**config.mk**
```make
export PLATFORM = sky130hd
export DESIGN_NAME = div_seq
export DESIGN_NICKNAME = d
export VERILOG_FILES = /design/src/rtl/div_pkg.sv /design/src/rtl/div_step.sv /design/src/rtl/div_seq.sv
export SDC_FILE = /design/constraint.sdc
export NUM_CORES = 1
export LEC_CHECK = 0
export ABC_CLOCK_PERIOD_IN_PS = 4450
export BUFFER_PORTS_ARGS = -buffer_cell sky130_fd_sc_hd__buf_2
export CORE_UTILIZATION = 60
export CTS_BUF_LIST = sky130_fd_sc_hd__clkbuf_8 sky130_fd_sc_hd__clkbuf_16
export CTS_CLUSTER_SIZE = 40
export DETAILED_ROUTE_END_ITERATION = 16
export PLACE_DENSITY_LB_ADDON = 0.1
export RECOVER_POWER = 50
export SLEW_MARGIN = 20
export SYNTH_ARGS = -nofsm -noshare
export SYNTH_HDL_FRONTEND = slang
export SYNTH_HIERARCHICAL = 1
export SYNTH_SLANG_ARGS = --single-unit
```
**constraint.sdc**
```tcl
create_clock -name clk -period 4.45 [get_ports clk]
set_input_delay 0 -clock clk [delete_from_list [all_inputs] [get_ports clk]]
set_output_delay 0 -clock clk [all_outputs]
set_load 0.05 [all_outputs]
```
**src/rtl/div_pkg.sv**
```systemverilog
`default_nettype none
// ============================================================================
//  Module      : div_pkg
//  Description : Shared types for the sequential divider. Holds the FSM state
//                encoding and the encoding of the special-case results
//                (divide by zero, signed overflow) that skip the iteration.
//  Revision    : 1.0 - initial release
// ============================================================================
package div_pkg;

  typedef enum logic [1:0] {
    DIV_IDLE = 2'd0,
    DIV_RUN  = 2'd1,
    DIV_FIX  = 2'd2
  } div_state_t;

  typedef enum logic [1:0] {
    SP_NONE = 2'd0,
    SP_ZERO = 2'd1,
    SP_OVF  = 2'd2
  } div_special_t;

endpackage
`default_nettype wire

```
**src/rtl/div_step.sv**
```systemverilog
`default_nettype none
// ============================================================================
//  Module      : div_step
//  Description : One restoring-division step (combinational). Shifts the next
//                dividend bit into the partial remainder, compares against the
//                divisor at WIDTH+1 bits and subtracts when it fits.
//  Ports       : rem      in  WIDTH  current partial remainder (< dvs)
//                dvd_bit  in  1      next dividend bit, MSB first
//                dvs      in  WIDTH  divisor magnitude
//                rem_next out WIDTH  partial remainder after this step
//                q_bit    out 1      quotient bit produced by this step
//  Revision    : 1.0 - initial release
// ============================================================================
module div_step #(
  parameter int WIDTH = 32
) (
  input  logic [WIDTH-1:0] rem,
  input  logic             dvd_bit,
  input  logic [WIDTH-1:0] dvs,
  output logic [WIDTH-1:0] rem_next,
  output logic             q_bit
);

  logic [WIDTH:0]   w_shift;
  logic [WIDTH-1:0] w_diff;

  // The shifted remainder needs WIDTH+1 bits: with a divisor >= 2^(WIDTH-1)
  // the shifted value can exceed WIDTH bits before the subtraction.
  assign w_shift = {rem, dvd_bit};
  assign q_bit   = (w_shift >= {1'b0, dvs});

  // When the subtraction happens the true difference is below dvs, so it
  // fits in WIDTH bits and modular arithmetic on the low bits is exact.
  assign w_diff   = w_shift[WIDTH-1:0] - dvs;
  assign rem_next = q_bit ? w_diff : w_shift[WIDTH-1:0];

endmodule
`default_nettype wire

```
**src/rtl/div_seq.sv**
```systemverilog
`default_nettype none
// ============================================================================
//  Module      : div_seq
//  Description : Multicycle restoring divider (DIV/DIVU). Quotient to lo,
//                remainder to hi. One quotient bit per cycle on operand
//                magnitudes, sign fix-up in a final cycle. Divide-by-zero and
//                signed MIN/-1 bypass the iteration.
//  Ports       : clk       in  1      clock, all state on posedge
//                reset     in  1      asynchronous, active-low
//                start     in  1      request, sampled only when idle
//                is_signed in  1      1 = two's complement, 0 = unsigned
//                a         in  WIDTH  dividend
//                b         in  WIDTH  divisor
//                busy      out 1      operation in flight
//                done      out 1      one-cycle pulse, results valid
//                div_zero  out 1      last op divided by zero
//                overflow  out 1      last op was signed MIN/-1
//                hi        out WIDTH  remainder
//                lo        out WIDTH  quotient
//  Revision    : 1.0 - initial release
// ============================================================================
module div_seq
  import div_pkg::*;
#(
  parameter int WIDTH = 32,
  parameter int CNT_W = $clog2(WIDTH)
) (
  input  logic             clk,
  input  logic             reset,
  input  logic             start,
  input  logic             is_signed,
  input  logic [WIDTH-1:0] a,
  input  logic [WIDTH-1:0] b,
  output logic             busy,
  output logic             done,
  output logic             div_zero,
  output logic             overflow,
  output logic [WIDTH-1:0] hi,
  output logic [WIDTH-1:0] lo
);

  localparam logic [WIDTH-1:0] c_min      = {1'b1, {(WIDTH-1){1'b0}}};
  localparam logic [CNT_W-1:0] c_cnt_init = CNT_W'(WIDTH-1);

  div_state_t   r_state, w_next_state;
  div_special_t r_special;

  logic             r_neg_q, r_neg_r;
  logic [WIDTH-1:0] r_a, r_dvd, r_dvs, r_rem, r_quo;
  logic [CNT_W-1:0] r_cnt;
  logic             r_done, r_dz, r_ovf;
  logic [WIDTH-1:0] r_hi, r_lo;

  logic             w_b_zero, w_ovf_case;
  logic [WIDTH-1:0] w_a_mag, w_b_mag;
  logic [WIDTH-1:0] w_step_rem;
  logic             w_step_q;

  assign w_b_zero   = (b == '0);
  assign w_ovf_case = is_signed && (a == c_min) && (b == '1);
  assign w_a_mag    = (is_signed && a[WIDTH-1]) ? (~a + 1'b1) : a;
  assign w_b_mag    = (is_signed && b[WIDTH-1]) ? (~b + 1'b1) : b;

  div_step #(.WIDTH(WIDTH)) u_step (
    .rem      (r_rem),
    .dvd_bit  (r_dvd[r_cnt]),
    .dvs      (r_dvs),
    .rem_next (w_step_rem),
    .q_bit    (w_step_q)
  );

  // --------------------------------------------------------------------------
  // FSM: state register and next-state logic
  // --------------------------------------------------------------------------
  always_ff @(posedge clk or negedge reset) begin
    if (!reset) r_state <= DIV_IDLE;
    else        r_state <= w_next_state;
  end

  always_comb begin
    w_next_state = r_state;
    case (r_state)
      DIV_IDLE: if (start) w_next_state = (w_b_zero || w_ovf_case) ? DIV_FIX : DIV_RUN;
      DIV_RUN:  if (r_cnt == '0) w_next_state = DIV_FIX;
      DIV_FIX:  w_next_state = DIV_IDLE;
      default:  w_next_state = DIV_IDLE;
    endcase
  end

  // --------------------------------------------------------------------------
  // Datapath
  // --------------------------------------------------------------------------
  always_ff @(posedge clk or negedge reset) begin
    if (!reset) begin
      r_special <= SP_NONE;
      r_neg_q   <= 1'b0;
      r_neg_r   <= 1'b0;
      r_a       <= '0;
      r_dvd     <= '0;
      r_dvs     <= '0;
      r_rem     <= '0;
      r_quo     <= '0;
      r_cnt     <= '0;
      r_done    <= 1'b0;
      r_dz      <= 1'b0;
      r_ovf     <= 1'b0;
      r_hi      <= '0;
      r_lo      <= '0;
    end else begin
      r_done <= 1'b0;
      case (r_state)
        DIV_IDLE: begin
          if (start) begin
            r_dz    <= 1'b0;
            r_ovf   <= 1'b0;
            r_a     <= a;
            // Quotient sign follows sign(a)^sign(b); remainder follows a.
            r_neg_q <= is_signed && (a[WIDTH-1] ^ b[WIDTH-1]);
            r_neg_r <= is_signed && a[WIDTH-1];
            r_dvd   <= w_a_mag;
            r_dvs   <= w_b_mag;
            r_rem   <= '0;
            r_quo   <= '0;
            r_cnt   <= c_cnt_init;
            if (w_b_zero)        r_special <= SP_ZERO;
            else if (w_ovf_case) r_special <= SP_OVF;
            else                 r_special <= SP_NONE;
          end
        end
        DIV_RUN: begin
          r_rem        <= w_step_rem;
          r_quo[r_cnt] <= w_step_q;
          if (r_cnt != '0) r_cnt <= r_cnt - 1'b1;
        end
        DIV_FIX: begin
          r_done <= 1'b1;
          case (r_special)
            SP_ZERO: begin
              r_lo <= '1;
              r_hi <= r_a;
              r_dz <= 1'b1;
            end
            SP_OVF: begin
              r_lo  <= r_a;
              r_hi  <= '0;
              r_ovf <= 1'b1;
            end
            default: begin
              r_lo <= r_neg_q ? (~r_quo + 1'b1) : r_quo;
              r_hi <= r_neg_r ? (~r_rem + 1'b1) : r_rem;
            end
          endcase
        end
        default: ;
      endcase
    end
  end

  assign busy     = (r_state != DIV_IDLE);
  assign done     = r_done;
  assign div_zero = r_dz;
  assign overflow = r_ovf;
  assign hi       = r_hi;
  assign lo       = r_lo;

endmodule
`default_nettype wire

```
==> After elaboration in Yosys (flattened, before gate mapping) <==
Cells that the tools add are included.
{ "word_totals": {"register_bits": 238} }
{ "op_classes": {"addsub": 6, "magnitude_cmp": 3, "n_eq_ne": 11, "muxes": 30, "bitwise": 5, "reduce_logical": 20} }
{ "ops": {"columns": ["operator", "n"], "rows": [
  ["case mux 32 bit (2 select lines)", 4],
  ["two-way mux 32 bit", 6],
  ["adder 32 x 1 -> 32 bit (second input constant)", 4],
  ["inverter 32 bit", 4],
  ["== test 32 bit (second input constant)", 2],
  [">= comparator 33 x 32 -> 1 bit", 1],
  ["bitwise mux 32 bit", 1],
  ["zero test 32 bit", 1],
  ["subtractor 32 bit", 1],
  ["two-way mux 2 bit", 5],
  ["two-way mux 5 bit", 2],
  ["inequality test 2 bit (second input constant)", 5],
  ["case mux 5 bit (2 select lines)", 1],
  ["AND reduction 3 bit", 3],
  ["logical AND 1 bit", 6],
  ["< comparator 5 x 6 -> 1 bit (second input constant)", 1],
  ["two-way mux 1 bit", 6],
  ["AND reduction 2 bit", 3],
  ["nonzero test 2 bit", 3],
  ["binary-select mux 1 bit (select 5 bit)", 1],
  ["demux 1 bit (select 5 bit)", 1],
  [">= comparator 5 x 1 -> 1 bit (second input constant)", 1],
  ["zero test 5 bit", 1],
  ["nonzero test 5 bit", 1],
  ["8 further kinds", 11]
]} }

==> Depth between registers and ports, before layout <==
{ "logic_depth": {"depth_word": 7, "ltp_mapped": 20, "ltp_nobuf": 17} }

==> By module <==
The synthesis kept the hierarchy.
{ "by_module_without_submodules": {"columns": ["mod", "n_inst", "cells_per_inst", "area_each_um2"], "rows": [
  ["div_seq", 1, 1482, 13011.2],
  ["div_step", 1, 323, 2331.0]
]} }

==> Least setup slack after synthesis <==
Ideal clock, no wire load.
{ "synth_path": {"path_kind": "register to register", "startpoint": "reg r_cnt[0]", "endpoint": "reg r_rem[23]", "setup_time_ps": 134, "arrival_ps": 3860, "t_required_ps": 4316, "setup_slack_ps": 455, "path_stages_with_launch": 20, "path_buffers": 3, "path_cell_list": "dfrtp_1 buf_1 mux4_2 a22oi_1 nand4_1 inv_1 ha_1 nor2b_1 o2111a_1 o211ai_1 nor4b_4 o21ai_2 a31oi_4 o21a_4 inv_2 buf_6 buf_12 mux2_4 nand2_1 o21ai_0"} }
{ "synth_via": {"elab_chain_cells": 5, "word_cells_on_any_way": 6, "classes_between": "add/sub: 1; order compare: 1; mux: 4"} }
{ "synth_lines": {"columns": ["item", "line_no", "rtl"], "rows": [
  ["from (decl)", "div_seq.sv:50", "logic [CNT_W-1:0] r_cnt;"],
  ["from (signal assigned)", "div_seq.sv:124", "r_cnt <= c_cnt_init;"],
  ["from (signal assigned)", "div_seq.sv:133", "if (r_cnt != '0) r_cnt <= r_cnt - 1'b1;"],
  ["binary-select mux 1 bit (select 5 bit)", "div_seq.sv:66", ".dvd_bit (r_dvd[r_cnt]),"],
  ["two-way mux 1 bit (implied by the code)", "div_seq.sv:66", null],
  [">= comparator 33 x 32 -> 1 bit", "div_step.sv:30", "assign q_bit = (w_shift >= {1'b0, dvs});"],
  ["via w_step_q", "div_seq.sv:57", "logic w_step_q;"],
  ["two-way mux 32 bit", "div_step.sv:35", "assign rem_next = q_bit ? w_diff : w_shift[WIDTH-1:0];"],
  ["via w_step_rem[23]", "div_seq.sv:56", "logic [WIDTH-1:0] w_step_rem;"],
  ["case mux 32 bit (2 select lines)", "div_seq.sv:111", "case (r_state)"],
  ["to (signal assigned)", "div_seq.sv:131", "r_rem <= w_step_rem;"],
  ["to (decl)", "div_seq.sv:49", "logic [WIDTH-1:0] r_a, r_dvd, r_dvs, r_rem, r_quo;"]
]} }
The timed path passes the listed nets, and every way through them passes these cells. The select of a mux whose other input is x is not followed.
A chain may end at the register's enable or synchronous reset.

==> Final worst setup path <==
{ "layout_path": {"startpoint": "reg r_cnt[3]", "endpoint": "reg r_rem[30]"} }
{ "layout_via": {"elab_chain_cells": 5, "word_cells_on_any_way": 6, "classes_between": "add/sub: 1; order compare: 1; mux: 4"} }
{ "layout_lines": {"columns": ["item", "line_no"], "rows": [
  ["binary-select mux 1 bit (select 5 bit) (*)", "div_seq.sv:66"],
  ["two-way mux 1 bit (implied by the code) (*)", "div_seq.sv:66"],
  ["subtractor 32 bit or >= comparator 33 x 32 -> 1 bit (tied branches)", "div_step.sv:34, div_step.sv:30"],
  ["two-way mux 32 bit (*)", "div_step.sv:35"],
  ["via w_step_rem[30]", "div_seq.sv:56"],
  ["case mux 32 bit (2 select lines) (*)", "div_seq.sv:111"]
]} }
Mark *: on every way through the listed nets, which the timed path passes. The rest lies on a longest branch. The select of a mux whose other input is x is not followed.

==> key figures <==
Route
  • Topmost layer with routed signal wires: met5
  • DR DRC count: 0
  • Vias per inst: 6.36
  • Antenna Nets Post-Route: 0
  • WL met2: between 20000 and 25000 um
  • Starting DRT DRC Count: 1685
  • Total length of routed wires: 49300 um
  • WL met1: 21100 um
  • 1st-pass router iterations: 7
  • Vias: 14600
  • Met3 wire len: 5580 um
  • WL/cell: 21.5 um

Place
  • IO Port Bufs: 135
  • Area post-placement: 0.0162 sq mm
  • Sum of net half-perimeters after detailed placement: 34800 um
  • Routability Congestion: 0.947
  • Placed Instances: 2175

Yosys
  • Synth top area share: 0.387
  • Post-synth EDFFs: 0
  • Yosys reg bits: 237
  • Dominant synthesized flop cell: dfrtp_1
  • Top cells by count, synth: 298 x nand2_1, 237 x dfrtp_1, 150 x o21ai_0, 128 x nor2_1, 97 x clkbuf_1
  • Synthesis warning total: 6
  • Register area share after synthesis: 0.387
  • Most common cell in the netlist: nand2_1
  • Mux cell area share after synthesis: 0.0424
  • Largest family of logic cells by synthesized area: simple AND/OR/NAND/NOR gates
  • Post-Synth XOR/XNOR Area: 0.0731
  • Post-synth ARST share: 1.00
  • Adder-cell area share of the yosys netlist: 0.0372
  • Synth area leaders: dfrtp_1 39%, nand2_1 7.3%, o21ai_0 4.9%, xnor2_1 4.3%, ha_1 3.6%
  • Netlist cell types: 83
  • Synth Area in Simple Gates: 0.213
  • Top cell type by total area after synthesis: dfrtp_1
  • Synthesized instance count: 1805
  • Post-synthesis area per instance: about 8.5 sq um
  • Cell Area, Synth: 0.0153 sq mm
  • Post-Syn Nets: roughly 1900
  • Compound-Gate Fraction of Synth Area: 0.202

Critical path
  • Critical-path top delay cell: dfrtp_1
  • Critical path launch point type: flip-flop
  • Reg2Reg Capture Point: r_rem[30]$_DFFE_PN0P_
  • Max incr delay on CP: 0.62 ns
  • CP max FO: 16
  • Reg2Reg Setup Slack: 0.15 ns
  • Critical Path RT: 4.92 ns
  • Buf/Inv on CP: 1
  • Crit path capture type: flip-flop
  • R2R depth: 16
  • FF-to-FF Start: r_cnt[3]$_DFFE_PN0P_
  • Critical path type: flip-flop to flip-flop
  • Crit path arrival time: 4.77 ns
  • Crit-path leading delay family: simple AND/OR/NAND/NOR gates
  • Cell Chain, Critical Path: nor3b_1, a22oi_1, nand4_1, inv_1, ha_1, fa_1, nor2b_1, o31a_1, o21ai_1, o31ai_2, a21oi_1, or3b_2, nand3_1, mux2_4, nand2_1, o21ai_0

Floorplan
  • IO Pins: 136
  • Die X-Extent: roughly 160 um
  • Core ar.: 0.0251 sq mm
  • Row cnt: 58
  • Die ar.: 0.0262 sq mm
  • Die H: between 150 and 200 um
  • Initial Utilization: 0.611

Global routing
  • All-Layer GR Usage: 0.376
  • Antenna violations before repair: 1
  • GR Overflow Total: 0
  • First-pass GRT wire length: 77100 um
  • Number of global-route vias before repair: 13800
  • Pin count of the biggest net entering global routing: 109

Final layout
  • Multi-input logic area: between 0.008 and 0.009 sq mm
  • Fin nets: 2063
  • Share of layout cells above drive strength 1: 0.112
  • Fill cells: 2056
  • Storage cell area: roughly 0.0059 sq mm
  • ANT cells: 0
  • Final std cells w/o fill: approximately 2300
  • Final Core Density: 0.707
  • Synthesis-to-layout area growth: 15.8%
  • Final Instance Area: 0.0178 sq mm

Status
  • Failing checks: max-capacitance violations, max-slew violations
  • Outcome: complete, but fails checks

Timing
  • Hold slack final: 0.206 ns
  • Slew Viols, Final: 141
  • Min Clock Period, post-route: 4.30 ns
  • Final setup TNS: 0 ns
  • Final period util: 0.967
  • Worst slew pin tran: 2.82 ns
  • Slew margin rel.: -0.882
  • # setup viols final: 0
  • Max frequency: between 0.2 and 0.25 GHz
  • Clock skew: 0.0206 ns
  • Endpoints failing hold: 0

Clock tree
  • Worst-Skew Late Latency: 0.57 ns
  • H-tree Lvls: 1
  • Clock sinks: 237
  • Number of buffers created by CTS: 27
  • CTS tree: yes
  • Clk root buf: clkbuf_16
  • Max Buffers Root-to-Sink: 3
  • Clk slew on worst S/H paths: 0.06 ns

Worst hold path
  • Hold_sp: start
  • Hold Crit Depth: 4
  • Worst Hold Class: primary input to flip-flop
  • Hold EP: r_a[25]$_DFFE_PN0P_

Power and ir drop
  • Clock power frac: 0.156
  • PD cells: about 840 mW/mm^2
  • Comb pwr share: 0.555
  • VDD IR max: 0.000430 V
  • Sequential Power Share: 0.289
  • LEAKAGE: 7.83 nW
  • Net Sw Frac: 0.475
  • Internal Pwr Total: between 7 and 8 mW
  • Switching power: 7.04 mW

Run
  • Max-cap viol count: 2
-- metal layers --
metal | up-vias | global-route usage
met5 | - | 0
met4 | 2 | 0.0961
met3 | 82 | 0.102
met2 | 763 | 0.559
met1 | 7004 | 0.542
li1 | 6768 | -
-- stage by stage --
step / setup slack (ns) / power [mW]
after detailed placement: -0.0125 / 12.2
after CTS: 0.0115 / 14.6
final: 0.147 / 14.8
after global placement: 0.0982 / 12.0
after floorplan: 0.455 / 10.0
after global routing: -0.0492 / 15.8
-- cell type report --
class	instances	share of cell area
flip-flops and latches	237	0.334
well taps	330	0.0232
inverters	62	0.0132
clock inverters	16	0.0111
multi-input cells	1385	0.491
repair buffers	237	0.0872
clock buffers	30	0.0404
-- how the worst max path moves through the flow --
stage	slack (ns)	depth (start not counted)	startpoint	end
after floorplan	0.46	19	r_cnt[0]$_DFFE_PN0P_	r_rem[23]$_DFFE_PN0P_
after global placement	0.1	15	r_cnt[0]$_DFFE_PN0P_	r_quo[0]$_DFFE_PN0P_
after detailed placement	-0.01	15	r_cnt[0]$_DFFE_PN0P_	r_quo[0]$_DFFE_PN0P_
after CTS	0.01	17	r_cnt[2]$_DFFE_PN0P_	r_rem[30]$_DFFE_PN0P_
after global routing	-0.05	17	r_cnt[3]$_DFFE_PN0P_	r_rem[30]$_DFFE_PN0P_
final	0.15	16	r_cnt[3]$_DFFE_PN0P_	r_rem[30]$_DFFE_PN0P_
-- worst reg2reg max path, cell delays in order (launching register included) --
cell	delay, ns
dfrtp_1	0.62
nor3b_1	0.41
a22oi_1	0.12
nand4_1	0.19
inv_1	0.09
ha_1	0.25
fa_1	0.43
nor2b_1	0.17
o31a_1	0.21
o21ai_1	0.20
o31ai_2	0.45
a21oi_1	0.22
or3b_2	0.50
nand3_1	0.10
mux2_4	0.14
nand2_1	0.04
o21ai_0	0.08
-- state kept, by name (all words and copies together) (netlist names), 2 cells and up --
name	count
r_dvd	31
r_quo	32
r_cnt	5
hi	32
lo	32
r_special	2
r_rem	32
r_state	2
r_a	32
r_dvs	32
-- cell usage in the layout, fill, tap and decap left out, drive strengths merged, types with 33 or more instances in the layout --
master         n
a21oi         95
a221oi        34
buf           91
clkbuf       101
dfrtp        237
dlygate4sd3   75
ha            44
inv           68
nand2        298
nand3         56
nor2         128
nor4          33
o211ai        37
o21ai        151
xnor2         75
xor2          53
-- kinds of logic after synthesis --
kind of cell,after synthesis
buffers and inverters,183
and+or+nand+nor,686
muxes,48
DFF,237
adders and majority gates,45
xor gates and xnor gates,128
AOI/OAI and AO/OA,478
-- power groups by stage --
stage               combinational [mW]  sequential (mW)  clock [mW]
floorplan                         5.91             4.12           0
global placement                  7.84             4.20           0
detailed placement                7.98             4.23           0
CTS                               8.11             4.21        2.33
global route                      8.99             4.37        2.41
finish                            8.24             4.28        2.32
-- what timing repair did --
action / 4_1_cts / 5_1_grt
resized for setup: 1 / 6
pin swaps: 0 / 1
buffers inserted: 0 / 1
hold buffers: 75 / 0
endpoints found under the setup margin: 10 / 60
endpoints found under the hold margin: 204 / 0
Power figures use the tool's default switching activity.
